File: src/rtl/axi_pattern_test_master_if.sv
// AXI write/read channel bundle used by the pattern test master.
// The master modport drives addresses, write data and response/read readies.
// The slave modport is the mirror image, for memory models or bridges.
interface axi_pattern_test_master_if #(
  parameter int A_WIDTH = 26,
  parameter int D_WIDTH = 16
);
  logic               awvalid;
  logic               awready;
  logic [A_WIDTH-1:0] awaddr;
  logic [7:0]         awlen;
  logic               wvalid;
  logic               wready;
  logic               wlast;
  logic [D_WIDTH-1:0] wdata;
  logic               bvalid;
  logic               bready;
  logic               arvalid;
  logic               arready;
  logic [A_WIDTH-1:0] araddr;
  logic [7:0]         arlen;
  logic               rvalid;
  logic               rready;
  logic               rlast;
  logic [D_WIDTH-1:0] rdata;

  modport master (
    output awvalid, awaddr, awlen, wvalid, wlast, wdata, bready,
           arvalid, araddr, arlen, rready,
    input  awready, wready, bvalid, arready, rvalid, rlast, rdata
  );

  modport slave (
    input  awvalid, awaddr, awlen, wvalid, wlast, wdata, bready,
           arvalid, araddr, arlen, rready,
    output awready, wready, bvalid, arready, rvalid, rlast, rdata
  );
endinterface

File: src/rtl/axi_pattern_test_master.sv
// AXI pattern test master: writes an address-derived pattern over the test
// region in bursts, reads it back and counts mismatches, for PASSES passes.
// Optional build macro AXI_PATTERN_ERR_CAPTURE_EN adds err_addr/err_exp/err_got,
// which hold the address, expected and received word of the first mismatch.
module axi_pattern_test_master #(
  parameter int         A_WIDTH      = 26,
  parameter int         D_WIDTH      = 16,
  parameter int         A_WIDTH_TEST = 12,
  parameter logic [7:0] WBURST_LEN   = 8'd7,
  parameter logic [7:0] RBURST_LEN   = 8'd7,
  parameter int         PASSES       = 2
) (
  input  logic        aclk,
  input  logic        areset,
  input  logic        start,
  input  logic        mode,
  axi_pattern_test_master_if.master axi,
  output logic        busy,
  output logic        done,
  output logic        error,
  output logic [15:0] error_cnt
`ifdef AXI_PATTERN_ERR_CAPTURE_EN
  ,
  output logic [A_WIDTH-1:0] err_addr,
  output logic [D_WIDTH-1:0] err_exp,
  output logic [D_WIDTH-1:0] err_got
`endif
);

  localparam int                      BYTES     = D_WIDTH / 8;
  localparam logic [A_WIDTH_TEST-1:0] ADDR_STEP = A_WIDTH_TEST'(BYTES);
  localparam logic [7:0]              LAST_PASS = 8'(PASSES - 1);

  typedef enum logic [2:0] {S_IDLE, S_AW, S_W, S_B, S_AR, S_R, S_DONE} state_t;

  state_t                  state_q, state_d;
  logic [A_WIDTH_TEST-1:0] addr_q;     // byte address of the current beat
  logic [A_WIDTH_TEST-1:0] addr_inc;
  logic [7:0]              beat_q;
  logic [7:0]              pass_q;
  logic                    mode_q;
  logic                    error_q;
  logic [15:0]             err_cnt_q;
  logic [D_WIDTH-1:0]      addr_ext;
  logic [A_WIDTH-1:0]      addr_full;
  logic [D_WIDTH-1:0]      pattern;
  logic                    start_ok;
  logic                    w_fire;
  logic                    r_fire;
  logic                    mismatch;
  logic                    unused_rlast;

  // Read bursts end on our own beat count; the slave's rlast is not trusted.
  assign unused_rlast = axi.rlast;

  // Beat address widened/narrowed to data width and to bus address width.
  if (A_WIDTH_TEST >= D_WIDTH) begin : g_ext_trunc
    assign addr_ext = addr_q[D_WIDTH-1:0];
  end else begin : g_ext_zero
    assign addr_ext = {{(D_WIDTH - A_WIDTH_TEST){1'b0}}, addr_q};
  end
  if (A_WIDTH > A_WIDTH_TEST) begin : g_addr_zero
    assign addr_full = {{(A_WIDTH - A_WIDTH_TEST){1'b0}}, addr_q};
  end else begin : g_addr_trunc
    assign addr_full = addr_q[A_WIDTH-1:0];
  end

  assign addr_inc = addr_q + ADDR_STEP;
  assign pattern  = (addr_ext ^ {BYTES{pass_q}}) ^ {D_WIDTH{mode_q}};
  assign start_ok = start && (state_q == S_IDLE || state_q == S_DONE);
  assign w_fire   = (state_q == S_W) && axi.wready;
  assign r_fire   = (state_q == S_R) && axi.rvalid;
  assign mismatch = r_fire && (axi.rdata != pattern);

  // State register.
  always_ff @(posedge aclk or posedge areset) begin
    if (areset) state_q <= S_IDLE;
    else        state_q <= state_d;
  end

  // Next-state decode; addr_q has already advanced past the burst in B.
  always_comb begin
    state_d = state_q;
    case (state_q)
      S_IDLE, S_DONE: if (start) state_d = S_AW;
      S_AW:           if (axi.awready) state_d = S_W;
      S_W:            if (axi.wready && beat_q == WBURST_LEN) state_d = S_B;
      S_B:            if (axi.bvalid) state_d = (addr_q == '0) ? S_AR : S_AW;
      S_AR:           if (axi.arready) state_d = S_R;
      S_R: begin
        if (axi.rvalid && beat_q == RBURST_LEN) begin
          if (addr_inc != '0)            state_d = S_AR;
          else if (pass_q == LAST_PASS)  state_d = S_DONE;
          else                           state_d = S_AW;
        end
      end
      default:        state_d = S_IDLE;
    endcase
  end

  // Bus and status outputs decoded from the current state.
  always_comb begin
    axi.awvalid = (state_q == S_AW);
    axi.awaddr  = (state_q == S_AW) ? addr_full : '0;
    axi.awlen   = WBURST_LEN;
    axi.wvalid  = (state_q == S_W);
    axi.wlast   = (state_q == S_W) && (beat_q == WBURST_LEN);
    axi.wdata   = (state_q == S_W) ? pattern : '0;
    axi.bready  = (state_q == S_B);
    axi.arvalid = (state_q == S_AR);
    axi.araddr  = (state_q == S_AR) ? addr_full : '0;
    axi.arlen   = RBURST_LEN;
    axi.rready  = (state_q == S_R);
    busy        = (state_q != S_IDLE) && (state_q != S_DONE);
    done        = (state_q == S_DONE);
  end

  // Beat address, beat counter, pass counter and captured mode.
  always_ff @(posedge aclk or posedge areset) begin
    if (areset) begin
      addr_q <= '0;
      beat_q <= '0;
      pass_q <= '0;
      mode_q <= 1'b0;
    end else if (start_ok) begin
      addr_q <= '0;
      beat_q <= '0;
      pass_q <= '0;
      mode_q <= mode;
    end else if (w_fire) begin
      addr_q <= addr_inc;
      beat_q <= (beat_q == WBURST_LEN) ? 8'd0 : beat_q + 8'd1;
    end else if (r_fire) begin
      addr_q <= addr_inc;
      beat_q <= (beat_q == RBURST_LEN) ? 8'd0 : beat_q + 8'd1;
      if (beat_q == RBURST_LEN && addr_inc == '0) pass_q <= pass_q + 8'd1;
    end
  end

  // Sticky error flag and saturating mismatch counter, cleared by a new run.
  always_ff @(posedge aclk or posedge areset) begin
    if (areset) begin
      error_q   <= 1'b0;
      err_cnt_q <= '0;
    end else if (start_ok) begin
      error_q   <= 1'b0;
      err_cnt_q <= '0;
    end else if (mismatch) begin
      error_q <= 1'b1;
      if (err_cnt_q != 16'hFFFF) err_cnt_q <= err_cnt_q + 16'd1;
    end
  end

  assign error     = error_q;
  assign error_cnt = err_cnt_q;

`ifdef AXI_PATTERN_ERR_CAPTURE_EN
  logic [A_WIDTH-1:0] err_addr_q;
  logic [D_WIDTH-1:0] err_exp_q;
  logic [D_WIDTH-1:0] err_got_q;

  // First mismatch of a run: captured only while the error flag is still clear.
  always_ff @(posedge aclk or posedge areset) begin
    if (areset) begin
      err_addr_q <= '0;
      err_exp_q  <= '0;
      err_got_q  <= '0;
    end else if (start_ok) begin
      err_addr_q <= '0;
      err_exp_q  <= '0;
      err_got_q  <= '0;
    end else if (mismatch && !error_q) begin
      err_addr_q <= addr_full;
      err_exp_q  <= pattern;
      err_got_q  <= axi.rdata;
    end
  end

  assign err_addr = err_addr_q;
  assign err_exp  = err_exp_q;
  assign err_got  = err_got_q;
`endif

endmodule
File: src/flat_wrapper.sv
// flat-port wrapper written by rule: the top's interface ports become plain ports
module axi_pattern_test_master_flat 
#(
  parameter int         A_WIDTH      = 26,
  parameter int         D_WIDTH      = 16,
  parameter int         A_WIDTH_TEST = 12,
  parameter logic [7:0] WBURST_LEN   = 8'd7,
  parameter logic [7:0] RBURST_LEN   = 8'd7,
  parameter int         PASSES       = 2
)
  (aclk, areset, start, mode, busy, done, error, error_cnt, axi_awvalid, axi_awaddr, axi_awlen, axi_wvalid, axi_wlast, axi_wdata, axi_bready, axi_arvalid, axi_araddr, axi_arlen, axi_rready, axi_awready, axi_wready, axi_bvalid, axi_arready, axi_rvalid, axi_rlast, axi_rdata);
  axi_pattern_test_master_if #(.A_WIDTH(A_WIDTH), .D_WIDTH(D_WIDTH)) axi_i ();
  input  logic aclk;
  input  logic areset;
  input  logic start;
  input  logic mode;
  output logic busy;
  output logic done;
  output logic error;
  output logic [15:0] error_cnt;
  output wire logic [$bits(axi_i.awvalid)-1:0] axi_awvalid;
  output wire logic [$bits(axi_i.awaddr)-1:0] axi_awaddr;
  output wire logic [$bits(axi_i.awlen)-1:0] axi_awlen;
  output wire logic [$bits(axi_i.wvalid)-1:0] axi_wvalid;
  output wire logic [$bits(axi_i.wlast)-1:0] axi_wlast;
  output wire logic [$bits(axi_i.wdata)-1:0] axi_wdata;
  output wire logic [$bits(axi_i.bready)-1:0] axi_bready;
  output wire logic [$bits(axi_i.arvalid)-1:0] axi_arvalid;
  output wire logic [$bits(axi_i.araddr)-1:0] axi_araddr;
  output wire logic [$bits(axi_i.arlen)-1:0] axi_arlen;
  output wire logic [$bits(axi_i.rready)-1:0] axi_rready;
  input wire logic [$bits(axi_i.awready)-1:0] axi_awready;
  input wire logic [$bits(axi_i.wready)-1:0] axi_wready;
  input wire logic [$bits(axi_i.bvalid)-1:0] axi_bvalid;
  input wire logic [$bits(axi_i.arready)-1:0] axi_arready;
  input wire logic [$bits(axi_i.rvalid)-1:0] axi_rvalid;
  input wire logic [$bits(axi_i.rlast)-1:0] axi_rlast;
  input wire logic [$bits(axi_i.rdata)-1:0] axi_rdata;
  assign axi_awvalid = axi_i.awvalid;
  assign axi_awaddr = axi_i.awaddr;
  assign axi_awlen = axi_i.awlen;
  assign axi_wvalid = axi_i.wvalid;
  assign axi_wlast = axi_i.wlast;
  assign axi_wdata = axi_i.wdata;
  assign axi_bready = axi_i.bready;
  assign axi_arvalid = axi_i.arvalid;
  assign axi_araddr = axi_i.araddr;
  assign axi_arlen = axi_i.arlen;
  assign axi_rready = axi_i.rready;
  assign axi_i.awready = axi_awready;
  assign axi_i.wready = axi_wready;
  assign axi_i.bvalid = axi_bvalid;
  assign axi_i.arready = axi_arready;
  assign axi_i.rvalid = axi_rvalid;
  assign axi_i.rlast = axi_rlast;
  assign axi_i.rdata = axi_rdata;
  axi_pattern_test_master #(.A_WIDTH(A_WIDTH), .D_WIDTH(D_WIDTH), .A_WIDTH_TEST(A_WIDTH_TEST), .WBURST_LEN(WBURST_LEN), .RBURST_LEN(RBURST_LEN), .PASSES(PASSES)) u_core (.aclk(aclk), .areset(areset), .start(start), .mode(mode), .axi(axi_i), .busy(busy), .done(done), .error(error), .error_cnt(error_cnt));
endmodule
File: config.mk
export PLATFORM = sky130hd
export DESIGN_NAME = axi_pattern_test_master_flat
export DESIGN_NICKNAME = d
export VERILOG_FILES = /design/src/rtl/axi_pattern_test_master_if.sv /design/src/rtl/axi_pattern_test_master.sv /design/src/flat_wrapper.sv
export SDC_FILE = /design/constraint.sdc
export NUM_CORES = 1
export LEC_CHECK = 0
export CORE_ASPECT_RATIO = 1.75
export CORE_MARGIN = 4
export CORE_UTILIZATION = 25
export DETAILED_ROUTE_END_ITERATION = 7
export GPL_ROUTABILITY_DRIVEN = 0
export GPL_TIMING_DRIVEN = 0
export PLACE_DENSITY_LB_ADDON = 0.05
export SLEW_MARGIN = 20
export SYNTH_ARGS = -nofsm -noshare
export SYNTH_HDL_FRONTEND = slang
export SYNTH_SLANG_ARGS = --single-unit
File: constraint.sdc
create_clock -name aclk -period 2.7 [get_ports aclk]
set_input_delay 0.27 -clock aclk [delete_from_list [all_inputs] [get_ports aclk]]
set_output_delay 0.27 -clock aclk [all_outputs]
set_load 0.005 [all_outputs]
# ---- After elaboration in Yosys (flattened, before gate mapping)
# Cells that the tools add are included.
dict set report totals {
  regBits 49
  out_inout_bits 109
  word_cells 84
  in_bits 26
}
dict set report classes {
  bitwise 2
  add_sub_neg 4
  n_mux 29
  n_reduce_logical 24
  n_eq_ne 18
}
# operator count
set op_table {}
lappend op_table {{$mux 16} 4}
lappend op_table {{$mux 8} 8}
lappend op_table {{$mux 12} 5}
lappend op_table {{$mux 3} 9}
lappend op_table {{$logic_not 12->1} 2}
lappend op_table {{$pmux 3 s6} 1}
lappend op_table {{$add 16x1->16 const B} 1}
lappend op_table {{$add 8x1->8 const B} 2}
lappend op_table {{$ne 16x16->1} 1}
lappend op_table {{$ne 16x16->1 const B} 1}
lappend op_table {{$xor 12x16->16} 1}
lappend op_table {{$xor 16x16->16} 1}
lappend op_table {{$add 12x2->12 const B} 1}
lappend op_table {{$ne 2x1->1 const B} 6}
lappend op_table {{$reduce_bool 12->1} 1}
lappend op_table {{$eq 3x3->1 const B} 3}
lappend op_table {{$logic_and 1x1->1} 9}
lappend op_table {{$eq 8x1->1 const B} 1}
lappend op_table {{$eq 8x3->1 const B} 1}
lappend op_table {{$reduce_bool 2->1} 4}
lappend op_table {{$eq 3x2->1 const B} 2}
lappend op_table {{$reduce_and 6->1} 1}
lappend op_table {{$reduce_bool 3->1} 2}
lappend op_table {{$eq 3x1->1 const B} 1}
lappend op_table {{8 further kinds} 9}

# ---- Longest topological paths before layout
# Gate-level depths: netlist of the first run.
dict set report logic_depth {
  ltp_word 7
  depth_mapped 10
  depth_no_buf 8
}

# ---- Least setup slack after synthesis of the first run
# Ideal clock, no wire load.
dict set report synth_path {
  path_type {register -> register}
  start {register u_core.addr_q[1]}
  end {register u_core.pass_q[5]}
  required_time_ns 2.568
  period_less_slack_ns 2.613
  path_stages_with_launch 10
  arrival_ns 2.482
  n_path_buf 1
  path_slack_ns 0.087
  path_cell_list {dfrtp_1 -> ha_1 -> nand4_1 -> nor4_1 -> xor2_1 -> or4_1 -> buf_2 -> nor4_1 -> xnor2_1 -> nor2_1}
}
dict set report synth_via {
  elab_chain_cells 5
}
# item line
set synth_lines {}
lappend synth_lines {{from (decl)} axi_pattern_test_master.sv:37} ;# logic [A_WIDTH_TEST-1:0] addr_q;
lappend synth_lines {{from (signal assigned)} axi_pattern_test_master.sv:131} ;# addr_q <= addr_inc;
lappend synth_lines {{from (signal assigned)} axi_pattern_test_master.sv:134} ;# addr_q <= addr_inc;
lappend synth_lines {{$add 12x2->12} axi_pattern_test_master.sv:68} ;# assign addr_inc = addr_q + ADDR_STEP;
lappend synth_lines {{$logic_not 12->1} axi_pattern_test_master.sv:136} ;# if (beat_q == RBURST_LEN && addr_inc == '0) pass_q <= pass_q + 8'd1;
lappend synth_lines {{$logic_and 1x1->1} axi_pattern_test_master.sv:136}
lappend synth_lines {{$reduce_bool 2->1 (no line)} n/a}
lappend synth_lines {{$reduce_and 3->1 (no line)} n/a}
lappend synth_lines {{to (signal assigned)} axi_pattern_test_master.sv:136}
lappend synth_lines {{to (decl)} axi_pattern_test_master.sv:40} ;# logic [7:0] pass_q;
# No other way between the ends.
# A chain may end at the register's enable or synchronous reset.

# ---- Final worst setup path of the first run
dict set report layout_path {
  start {register u_core.beat_q[6]}
  end {output port axi_wlast}
}
dict set report layout_via {
  elab_chain_cells 2
}
# item line
set layout_lines {}
lappend layout_lines {{from (decl)} axi_pattern_test_master.sv:39} ;# logic [7:0] beat_q;
lappend layout_lines {{from (signal assigned)} axi_pattern_test_master.sv:132} ;# beat_q <= (beat_q == WBURST_LEN) ? 8'd0 : beat_q + 8'd1;
lappend layout_lines {{from (signal assigned)} axi_pattern_test_master.sv:135} ;# beat_q <= (beat_q == RBURST_LEN) ? 8'd0 : beat_q + 8'd1;
lappend layout_lines {{$eq 8x3->1} axi_pattern_test_master.sv:107} ;# axi.wlast = (state_q == S_W) && (beat_q == WBURST_LEN);
lappend layout_lines {{$logic_and 1x1->1} axi_pattern_test_master.sv:107}
lappend layout_lines {{to (decl)} flat_wrapper.sv:25} ;# output wire logic [$bits(axi_i.wlast)-1:0] axi_wlast;
# No other way between the ends.

==> metrics, run 1 <==
clock group share of total power 20.7%; most frequent cells in the layout clkdlybuf4s50_1, buf_4, conb_1, dfrtp_1, nand2_1; Iter 0 DRT Violations 114; crit-path max cell delay 540 ps; Leak 2.43 nW; Worst setup EP type primary output; Final ANT Viol Nets 0; # nets final 669; largest net degree at the start of global routing 49; CTS tree done; post-layout util 35.7%; final WL 13900 µm; layout cells sized above 1 16.4%; max-slew violations 0; clock buffer depth 2; std cell rows 60; R2R cell count 9; I/O Buffers 87; measured slew at the worst slew-check pin 809 ps; cts hold-fix bufs 0; Clk pin slew, worst setup/hold paths 70 ps; worst reg2reg path startpoint u_core.addr_q[1]; Synth async-reset ratio 100%; Layout area overhead 39.6%; Ys Warns 0; P_int between 1.5 and 2 mW; clk root buf clkbuf_16; drt drc 0; Mapped Area 3960 µm²; EDFF count, synth 0; vias in the first global route 3853; hpwl dp 10900 µm; Req. time, crit path 2430 ps; RSZ-0062 raised after global routing yes; cells along the critical path or4_1 -> or3_1 -> nor2_1 -> clkdlybuf4s50_1; vias per cell 4.82; Hold WC Path Type in -> async; top_reg_cell synth dfrtp_1; Mapped Avg Cell Area 7.98 µm²; sw power 1.38 mW; H-tree depth 2; IO Pins 135; Flop pwr share 28.0%; most common cell after layout, fill and taps aside clkdlybuf4s50_1; slew margin rel. 45.6%; critical path launch point u_core.beat_q[6]; Hold Fails Final Rpt 0; post-synth cell types 57; Syn Inst Count 496; vias 3977; # setup viols final 0; VDD IR max 0.292 mV; global route overflow 0; Core Region 15500 µm²; routed len/inst 16.8 µm; power density over the cells 600 nW/µm²; post-synthesis sequential area ratio 30.3%; CP startpoint kind flop; WP data arrival between 2000 and 2500 ps; die area 18000 µm²; minimum period implied by the final worst setup slack ~2600 ps; initial antenna violation count 0; first-pass GRT wire length between 20000 and 25000 µm; switching fraction of total power between 40 and 50%; Power Total 3.32 mW; max-cap violations 0; first drt pass iteration count 5; Clock Skews 5.69 ps; Seq cells post-synth between 40 and 50; CP max stage cell or4_1; GRT Total Usage 15.3%; die width 103 µm; Logic pwr share about half; crit share post-route 96.4%; # diodes 0; fmax around 0.38 GHz; worst-path fanout max 4; Setup Crit Path Kind reg -> out; Clock Sink Count 48; Num CTS Buffers 5; run status finished, final reports clean; Starting Density 25.6%; Die Ht 174 µm; Clock Latency Late Sink 300 ps
## synth_stat cells (all sizes together) (9+ instances only)
cell type  instances  share of area (%)
buf               57                 11
dfrtp             48                 30
nand2             45                4.3
nor2              43                4.1
o21ai             29                3.7
xnor2             22                4.9
and2              20                3.2
a21oi             19                2.4
and3              19                3.0
clkbuf            19                1.8
nand3             19                2.5
nor3              19                2.4
xor2              19                4.4
or3               14                2.2
inv               11                1.0
nor4              11                1.9
or4                9                1.7
## final timing paths
kind	to	slack, ps
setup / recovery	axi_wlast	100
hold / removal	u_core.beat_q[5]	410
max in group asynchronous	u_core.addr_q[1]	1790
min in group aclk	u_core.error	500
hold reg to reg	u_core.error	500
setup reg to reg	u_core.pass_q[5]	120
## power groups by stage
| stage | Clock [mW] | Sequential, mW | Combinational (mW) |
|---|---|---|---|
| 2_1_floorplan | 0 | 0.888 | 1.01 |
| 3_3_place_gp | 0 | 0.925 | 1.64 |
| 3_5_place_dp | 0 | 0.924 | 1.65 |
| 4_1_cts | 0.708 | 0.931 | 1.65 |
| 5_1_grt | 0.736 | 0.940 | 1.88 |
| 6_report | 0.685 | 0.928 | 1.70 |
## layer usage
layer	global-route usage (%)	up-vias	part of all wire, %
met2	27.4	137	53
met3	2.13	33	5.1
met4	7.78	0	4.0
met5	0	-	0
li1	-	1921	-
met1	17.0	1886	38
## metrics by stage
| step | cells | setup slack [ps] | cell area [µm²] | setup TNS (ps) | hold slack, ps |
|---|---|---|---|---|---|
| after global routing | 825 | -13.0 | 5530 | -29.7 | 492 |
| after detailed placement | 813 | -607 | 5230 | -5630 | 483 |
| after global placement | 813 | -590 | 5230 | -5210 | 489 |
| after floorplan | 540 | 86.6 | 4120 | 0 | 387 |
| after CTS | 823 | 12.1 | 5450 | 0 | 457 |
| final | 825 | 97.1 | 5530 | 0 | 413 |
## cell type report
cell class | count | area (µm²)
clock inverters | 2 | 17.5
multi-input cells | 405 | 2470
plain buffers | 74 | 499
fillers | 1654 | 9940
flip-flops and latches | 48 | 1200
repair buffers | 93 | 916
inverters | 11 | 43.8
well taps | 186 | 233
clock buffers | 6 | 139
## kinds of logic after synthesis
kind of cell | after synthesis | share of synthesized area [%]
XOR/XNOR | 42 | 9.83
adder cells (fa/ha/maj) | 5 | 1.58
multiplexers | 6 | 1.55
buffers and inverters | 87 | 13.7
AO/OA/AOI/OAI | 80 | 12.5
other | 2 | 0.190
AND/OR/NAND/NOR | 226 | 30.2
flip-flops | 48 | 30.3
## registers in the layout, summed over array words and instances, names as in the netlist
name / cells
u_core.mode_q: 1
u_core.addr_q: 11
u_core.error_cnt: 16
u_core.pass_q: 8
u_core.beat_q: 8
u_core.state_q: 3
u_core.error: 1
## worst max-delay path: cells and delay by family (launching register included)
kind	cells	cell delay [ps]
buffers and inverters	1	510
and+or+nand+nor	3	1130
DFF	1	400
## repair_timing
item	CTS	global route
buffers inserted	3	3
endpoints found under the setup margin	46	34
pin swaps	2	2
resized for setup	9	19
Power figures use the tool's default switching activity.
==> run 2, diff against run 1 <==
--- a/config.mk
+++ b/config.mk
@@ -5,6 +5,7 @@
 export SDC_FILE = /design/constraint.sdc
 export NUM_CORES = 1
 export LEC_CHECK = 0
+export ABC_CLOCK_PERIOD_IN_PS = 2700
 export CORE_ASPECT_RATIO = 1.75
 export CORE_MARGIN = 4
 export CORE_UTILIZATION = 25
==> results of run 2 <==
The final DEF is identical to that of run 1; final timing and power are the same.
